<file path="src/rtl/riscv_pkg.sv">
// RV32I opcode map, instruction-type and skid-buffer state types shared by the decode slice.
// Latency: none (types and constants only).
// Backpressure: not applicable.
package riscv_pkg;

   localparam logic [6:0] OP_R   = 7'b0110011;
   localparam logic [6:0] OP_I   = 7'b0010011;
   localparam logic [6:0] OP_L   = 7'b0000011;
   localparam logic [6:0] OP_S   = 7'b0100011;
   localparam logic [6:0] OP_B   = 7'b1100011;
   localparam logic [6:0] OP_J   = 7'b1101111;
   localparam logic [6:0] OP_JR  = 7'b1100111;
   localparam logic [6:0] OP_LUI = 7'b0110111;
   localparam logic [6:0] OP_AUI = 7'b0010111;

   localparam int NUM_TYPES = 9;

   // Enum value doubles as the strobe bit index; IT_ILLEGAL has no strobe.
   typedef enum logic [3:0] {
      IT_R, IT_I, IT_L, IT_S, IT_B, IT_J, IT_JR, IT_LUI, IT_AUI, IT_ILLEGAL
   } instr_type_e;

   typedef enum logic [1:0] {
      BUF_EMPTY, BUF_ONE, BUF_TWO
   } buf_state_e;

   // One buffered beat: decode result travels with the raw word and its PC.
   typedef struct packed {
      logic [NUM_TYPES-1:0] str;
      logic                 illegal;
      logic [31:0]          instr;
      logic [31:0]          pc;
   } beat_t;

   function automatic instr_type_e classify(input logic [6:0] op);
      instr_type_e t;
      case (op)
         OP_R:    t = IT_R;
         OP_I:    t = IT_I;
         OP_L:    t = IT_L;
         OP_S:    t = IT_S;
         OP_B:    t = IT_B;
         OP_J:    t = IT_J;
         OP_JR:   t = IT_JR;
         OP_LUI:  t = IT_LUI;
         OP_AUI:  t = IT_AUI;
         default: t = IT_ILLEGAL;
      endcase
      // Compressed-encoding space is never legal here.
      if (op[1:0] != 2'b11) t = IT_ILLEGAL;
      return t;
   endfunction

endpackage

</file>
<file path="src/rtl/opcode_onehot.sv">
// Combinational opcode to one-hot type strobes plus illegal flag.
// Latency: zero cycles (pure combinational).
// Backpressure: none; output follows input.
module opcode_onehot
   import riscv_pkg::*;
(
   input  logic [6:0]           opcode,
   output logic [NUM_TYPES-1:0] strobes,
   output logic                 illegal
);

   instr_type_e t;

   // Exactly one strobe for a recognised opcode, otherwise only illegal.
   always_comb begin
      t       = classify(opcode);
      strobes = '0;
      illegal = 1'b0;
      if (t == IT_ILLEGAL) illegal = 1'b1;
      else                 strobes[t] = 1'b1;
   end

endmodule

</file>
<file path="src/rtl/instr_type_decode.sv">
// Decodes RV32I instruction type on entry and buffers beats in a 2-entry skid FIFO.
// Latency: one cycle from accepted input beat to out_valid when empty.
// Backpressure: registered in_ready drops only when both entries are full; held output stays stable.
module instr_type_decode
   import riscv_pkg::*;
(
   input  logic        clk,
   input  logic        rst,
   input  logic        in_valid,
   output logic        in_ready,
   input  logic [31:0] in_instr,
   input  logic [31:0] in_pc,
   input  logic        flush,
   output logic        out_valid,
   input  logic        out_ready,
   output logic        R,
   output logic        I,
   output logic        L,
   output logic        S,
   output logic        B,
   output logic        J,
   output logic        Jr,
   output logic        lui,
   output logic        aui,
   output logic        illegal,
   output logic [4:0]  rd,
   output logic [4:0]  rs1,
   output logic [4:0]  rs2,
   output logic [2:0]  func3,
   output logic [6:0]  func7,
   output logic [31:0] out_instr,
   output logic [31:0] out_pc
);

   logic [NUM_TYPES-1:0] in_str;
   logic                 in_ill;
   beat_t                in_beat;

   buf_state_e state_q, state_d;
   beat_t      head_q, head_d;   // entry presented on out_*
   beat_t      skid_q, skid_d;   // second entry, filled only while head is stalled
   logic       in_ready_q, in_ready_d;
   logic       push, pop;

   opcode_onehot u_onehot (
      .opcode  (in_instr[6:0]),
      .strobes (in_str),
      .illegal (in_ill)
   );

   assign in_beat   = '{str: in_str, illegal: in_ill, instr: in_instr, pc: in_pc};
   assign out_valid = (state_q != BUF_EMPTY);
   assign in_ready  = in_ready_q;
   assign push      = in_valid && in_ready_q;
   assign pop       = out_valid && out_ready;

   // Next state and entry movement; flush empties the buffer and drops any incoming beat.
   always_comb begin
      state_d = state_q;
      head_d  = head_q;
      skid_d  = skid_q;
      if (flush) begin
         state_d = BUF_EMPTY;
      end else begin
         case (state_q)
            BUF_EMPTY: begin
               if (push) begin
                  head_d  = in_beat;
                  state_d = BUF_ONE;
               end
            end
            BUF_ONE: begin
               if (push && pop) begin
                  head_d = in_beat;
               end else if (push) begin
                  skid_d  = in_beat;
                  state_d = BUF_TWO;
               end else if (pop) begin
                  state_d = BUF_EMPTY;
               end
            end
            BUF_TWO: begin
               if (pop) begin
                  head_d  = skid_q;
                  state_d = BUF_ONE;
               end
            end
            default: state_d = BUF_EMPTY;
         endcase
      end
      in_ready_d = (state_d != BUF_TWO);
   end

   // State, entries and in_ready register; reset wins over flush and handshakes.
   always_ff @(posedge clk) begin
      if (rst) begin
         state_q    <= BUF_EMPTY;
         head_q     <= '0;
         skid_q     <= '0;
         in_ready_q <= 1'b0;
      end else begin
         state_q    <= state_d;
         head_q     <= head_d;
         skid_q     <= skid_d;
         in_ready_q <= in_ready_d;
      end
   end

   assign R       = head_q.str[IT_R]   & out_valid;
   assign I       = head_q.str[IT_I]   & out_valid;
   assign L       = head_q.str[IT_L]   & out_valid;
   assign S       = head_q.str[IT_S]   & out_valid;
   assign B       = head_q.str[IT_B]   & out_valid;
   assign J       = head_q.str[IT_J]   & out_valid;
   assign Jr      = head_q.str[IT_JR]  & out_valid;
   assign lui     = head_q.str[IT_LUI] & out_valid;
   assign aui     = head_q.str[IT_AUI] & out_valid;
   assign illegal = head_q.illegal     & out_valid;

   assign rd        = head_q.instr[11:7];
   assign rs1       = head_q.instr[19:15];
   assign rs2       = head_q.instr[24:20];
   assign func3     = head_q.instr[14:12];
   assign func7     = head_q.instr[31:25];
   assign out_instr = head_q.instr;
   assign out_pc    = head_q.pc;

endmodule

</file>
<file path="config.mk">
export PLATFORM = sky130hd
export DESIGN_NAME = instr_type_decode
export DESIGN_NICKNAME = d
export VERILOG_FILES = /design/src/rtl/riscv_pkg.sv /design/src/rtl/opcode_onehot.sv /design/src/rtl/instr_type_decode.sv
export SDC_FILE = /design/constraint.sdc
export NUM_CORES = 1
export LEC_CHECK = 0
export CAP_MARGIN = 30
export CORE_MARGIN = 2
export CORE_UTILIZATION = 45
export CTS_CLUSTER_DIAMETER = 30
export CTS_CLUSTER_SIZE = 8
export DETAILED_ROUTE_END_ITERATION = 10
export GPL_TIMING_DRIVEN = 0
export PLACE_DENSITY = 0.74
export SYNTH_ARGS = -nofsm -noshare
export SYNTH_HDL_FRONTEND = slang
export SYNTH_SLANG_ARGS = --single-unit
</file>
<file path="constraint.sdc">
create_clock -name clk -period 1.7 [get_ports clk]
set_clock_uncertainty 0.05 [all_clocks]
set_input_delay 0.51 -clock clk [delete_from_list [all_inputs] [get_ports clk]]
set_output_delay 0.51 -clock clk [all_outputs]
set_load 0.02 [all_outputs]
</file>
After elaboration in Yosys (flattened, before gate mapping)

Index checks and enable logic that the tools add are counted.

Magnitude comparators: 2
Equality and inequality tests: 17
Multiplexer cells: 17
Bitwise operators: 12
Reductions and logical operators: 9

Operators by type and width:

| kind                                                                          | number |
|---|---|
| 74-bit two-way mux                                                            | 3 |
| 74-bit one-hot mux with 3 select lines                                        | 1 |
| 4-bit one-hot mux with 9 select lines                                         | 1 |
| 7-bit by 6-bit == test with 1-bit output (second input constant)              | 3 |
| 7-bit == test (second input constant)                                         | 3 |
| 7-bit by 5-bit == test with 1-bit output (second input constant)              | 2 |
| 2-bit two-way mux                                                             | 6 |
| 1-bit AND                                                                     | 10 |
| 2-bit inequality test (second input constant)                                 | 5 |
| 9-bit two-way mux                                                             | 1 |
| 7-bit by 2-bit == test with 1-bit output (second input constant)              | 1 |
| 2-bit one-hot mux with 3 select lines                                         | 1 |
| 4-bit by 5-bit less-than comparator with 1-bit output (second input constant) | 1 |
| 5-bit AND reduction                                                           | 1 |
| 1-bit demux with 4-bit select                                                 | 1 |
| 4-bit == test (second input constant)                                         | 1 |
| 4-bit by 1-bit >= comparator with 1-bit output (second input constant)        | 1 |
| 1-bit logical AND                                                             | 4 |
| 4-bit two-way mux                                                             | 1 |
| 4-bit AND reduction                                                           | 1 |
| 3-bit nonzero test                                                            | 1 |
| 2-bit by 1-bit == test with 1-bit output (second input constant)              | 1 |
| 2-bit == test (second input constant)                                         | 1 |
| 2-bit logical NOT                                                             | 1 |
| 3 further kinds                                                               | 5 |

Bits in registers: 151
Logic and storage cells: 67

Longest topological paths before layout

Word-level depth: 10
Depth in mapped cells: 6

Modules after synthesis

Synthesis repeated with hierarchy kept, for this count alone.

Cell total of the unflattened synthesis: 793
Area, all modules: 6871.6 um^2

By module, submodules not included:

| module            | times used | cells each | area each (um^2) |
|---|---|---|---|
| instr_type_decode | 1          | 772        | 6742.7 |
| opcode_onehot     | 1          | 21         | 128.9 |

Worst setup path before layout

No wires, ideal clock.

Path type: input to register
Start point: input port in_valid
End point: register head_q (netlist bit out_pc[0])
Setup time: 0.141 ns
Arrival time: 1.409 ns
Setup slack: 0.100 ns
Stages: 6
Path through: and3b_1 a31o_2 buf_6 buf_4 nor2_1 a311oi_2

Longest elaborated chain between the ends: 4
Elaborated cells between the ends (all ways): 5

RTL lines:

| item                                   | RTL line                 | source |
|---|---|---|
| from (decl)                            | instr_type_decode.sv:9   | `input logic in_valid,` |
| 1-bit logical AND *                    | instr_type_decode.sv:54  | `assign push = in_valid && in_ready_q;` |
| 1-bit logical AND                      | instr_type_decode.sv:73  | `if (push && pop) begin` |
| 2-bit inequality test (no source line) | n/a                      |  |
| 5-bit AND reduction (no source line) * | n/a                      |  |
| to (signal assigned)                   | instr_type_decode.sv:98  | `head_q <= '0;` |
| to (signal assigned)                   | instr_type_decode.sv:103 | `head_q <= head_d;` |
| to (decl)                              | instr_type_decode.sv:40  | `beat_t head_q, head_d;` |

Every way passes the cells marked *; elsewhere a longest branch is shown, timed or not.
A chain may end at the register's enable or synchronous reset.

Final worst setup path

Start point: register state_q[1]
End point: register head_q (netlist bit out_pc[14])

Longest elaborated chain between the ends: 5
Elaborated cells between the ends (all ways): 12

RTL lines:

| item                                   | RTL line                 | source |
|---|---|---|
| from (decl)                            | instr_type_decode.sv:39  | `buf_state_e state_q, state_d;` |
| from (signal assigned)                 | instr_type_decode.sv:102 | `state_q <= state_d;` |
| 2-bit nonzero test                     | instr_type_decode.sv:52  | `assign out_valid = (state_q != BUF_EMPTY);` |
| 1-bit logical AND                      | instr_type_decode.sv:55  | `assign pop = out_valid && out_ready;` |
| 1-bit logical AND                      | instr_type_decode.sv:73  |  |
| 2-bit inequality test (no source line) | n/a                      |  |
| 5-bit AND reduction (no source line)   | n/a                      |  |

Parallel ways exist; a longest one is shown, timed or not.

==> results.toml <==
[pwr]
p_int_uw = 6760
p_per_area_nw_per_um2 = 856
p_leak_uw = 0.00402
pwr-share-comb = 0.136
swShare = 0.235
switching_power_uw = 2070
power_uw = 8830
sequentialPowerShare = 0.419
p_clk_frac = 0.444
ir_drop_uv = 683

[worst_setup_path]
worst-path-buf-inv = 3
path_class = "reg2reg"
r2r_start = "state_q[1]"
crit_top_cell = "clkbuf_16"
cp_data_arrival_time_ns = 2.10
path_max_fanout = 7
r2r_slack_ns = -0.14
slowest_stage = "dfxtp_4"
critPathRequiredTime_ns = 1.96
slowest_delay_ns = 0.36
start_kind = "register"
critical_path.top_delay_family = "buffers and inverters"
crit_start = "state_q[1]"
end_kind = "register"
path_cells = "buf_4 -> and3b_2 -> a31o_4 -> clkbuf_16 -> clkbuf_16 -> nor2_1 -> a311oi_1"

[clock_network]
clk_pin_slew_worst_paths_ns = 0.06
numCtsBuffers = 17
worstSkewPairLatency_ns = 0.41
cts_max_level = 4
clock-sinks = 151
cts_tree = "yes"
clk_path_buf_depth = 2
ctsHoldBuffers = 0
cts_root_buffer = "clkbuf_16"

[drt]
wire_per_inst_microns = 15.4
drc = 0
wirelength_microns = 19700
vias_per_cell = 5.19
drt_iter0_markers = 480
dr_total_vias = 6639
ant_nets = 0
dr.pass1.iters = 5

[timing]
worst_slack_ns = -0.141
min_period_ns = 1.84
fmax_ghz = 0.543
hold_viol_final = 0
tightest_slew_ns = 0.767
rsz0062_at_grt = "true"
finalSetupViolCount = 83
final_max_slew_viol_count = 0
relSlewSlack = 0.489
timing.final.crit_share = 1.08

[grt]
grt_pass1_wl_microns = 29200
grt_usage = 0.223
antenna_found_initial = 3
gr-total-overflow = 0
grt_pass1_vias = 5862
grt_max_degree = 17

[yosys]
ys_async_sr_fraction = 0
synth_cells = 869
ys_types = 37
ys_warn_count = 0
ys.flop_type = "dfxtp_1"
synth_fp_nets = 938
synthTopCellsByCount = "nand2_1 (271), dfxtp_1 (151), buf_4 (100)"
synth_top_area_cell = "dfxtp_1"
synth-edff-count = 0
yosysTopAreaCellShare = 0.442
ys_top_cells_by_area = "dfxtp_1 (44%), nand2_1 (15%), buf_4 (11%), a311oi_1 (6.5%), a21oi_1 (5.6%)"
synth_seq_cells = 151
synth.most_common_cell = "nand2_1"
ys_seq_area_frac = 0.442
avgSynthCellArea_sq_um = 7.87
syn_area_sq_um = 6840

[floorplan]
initial_core_util = 0.455
fp.dieW_microns = 127
die_y_microns = 127
ios = 170
rows = 45
die_area_sq_um = 16200
core_area_sq_um = 15000

[place]
port_buffers = 168
gp_congestion = 0.814
dp.cells = 1225
hpwl_microns = 12300

[hold_path]
hp-start = "flush"
min_path_type = "in2reg"

[cells_and_area]
nNetsFinal = 1146
final_cells = 1280
area_growth_pct = 50.8
drive_gt1_frac = 0.372

[flow_run]
cap_violations = 0

[run_status]
violations = "negative setup slack"
status = "complete, but fails checks"
[flip-flops by register name, summed over array words and instances, names as in the netlist]
signal	count
out_instr	32
state_q	2
out_pc	32
skid_q	74
in_ready	1
head_q	10
[kinds of logic (layout without fill, tap and decap cells)]
kind of cell	Yosys count	count (layout)	synth area share
DFF	151	151	0.442
and+or+nand+nor	386	387	0.228
AOI/OAI and AO/OA	163	163	0.176
xor gates and xnor gates	1	1	0.00128
other	0	2	0
buffers and inverters	168	388	0.154
[routing by layer]
metal,global-route usage,wire length [microns]
met4,0.0756,237
met2,0.361,9830
met3,0.0553,1170
met5,0,11
met1,0.291,8490
[cells in the final DEF (no fill, tap or decap), types with 2 or more instances in the layout]
cell type | synthesis | final
nand2_1 | 271 | 271
dfxtp_1 | 151 | 119
buf_4 | 100 | 100
a21oi_1 | 76 | 76
clkdlybuf4s50_1 | 0 | 58
nor2_1 | 77 | 55
clkdlybuf4s15_2 | 0 | 55
a311oi_2 | 13 | 42
buf_2 | 18 | 37
dfxtp_2 | 0 | 30
clkbuf_16 | 0 | 27
buf_6 | 3 | 23
a311oi_1 | 51 | 22
nor2_2 | 0 | 21
clkbuf_1 | 33 | 19
a211oi_1 | 16 | 14
clkbuf_2 | 0 | 13
buf_8 | 0 | 12
inv_1 | 12 | 11
buf_12 | 0 | 8
or3_1 | 6 | 6
dlygate4sd2_1 | 0 | 6
nor3_1 | 9 | 5
clkbuf_8 | 0 | 5
nor3_2 | 0 | 4
clkinv_2 | 0 | 4
bufinv_16 | 0 | 3
dlymetal6s2s_1 | 0 | 3
diode_2 | 0 | 2
clkbuf_4 | 0 | 2
nand2b_1 | 3 | 2
nand3b_1 | 2 | 2
a211oi_2 | 0 | 2
dfxtp_4 | 0 | 2
[path summary, 6_finish.rpt]
path                 to  cells after the start
max          out_pc[14]                      7
min          state_q[0]                      2
max reg2reg  out_pc[14]                      7
min reg2reg  skid_q[18]                      2
[stage by stage]
stage	instance area (sq um)	hold slack, ns	TNS [ns]	setup slack (ns)	util
finish	10300	0.320	-4.47	-0.141	0.686
floorplan	6840	0.387	0	0.100	-
global route	10300	0.333	-9.81	-0.219	0.686
global placement	8760	0.393	-87.32	-0.728	0.583
detailed placement	8760	0.397	-88.58	-0.761	0.583
CTS	9700	0.405	-6.14	-0.174	0.645
[power by group through the flow]
stage | Clock (uW) | Combinational, uW | Sequential [uW]
2_1_floorplan | 0 | 602 | 3760
3_3_place_gp | 0 | 1080 | 3770
3_5_place_dp | 0 | 1080 | 3770
4_1_cts | 3950 | 1080 | 3700
5_1_grt | 4120 | 1280 | 3720
6_report | 3920 | 1200 | 3710
[cell type report]
class | instances | area, sq um
repair buffers | 188 | 1950
multi-input cells | 551 | 3120
inverters | 12 | 45.0
clock buffers | 24 | 502
diodes | 2 | 5.00
flip-flops and latches | 151 | 3070
clock inverters | 8 | 118
fillers | 1246 | 4720
plain buffers | 156 | 1270
well taps | 188 | 235
[timing repair]
action / CTS / global route
gates cloned: 1 / 11
endpoints found under the setup margin: 248 / 210
gates resized for setup: 416 / 175
buffers inserted: 3 / 6
pin swaps: 2 / 63
Note: power is estimated with default switching activity, not from simulation.
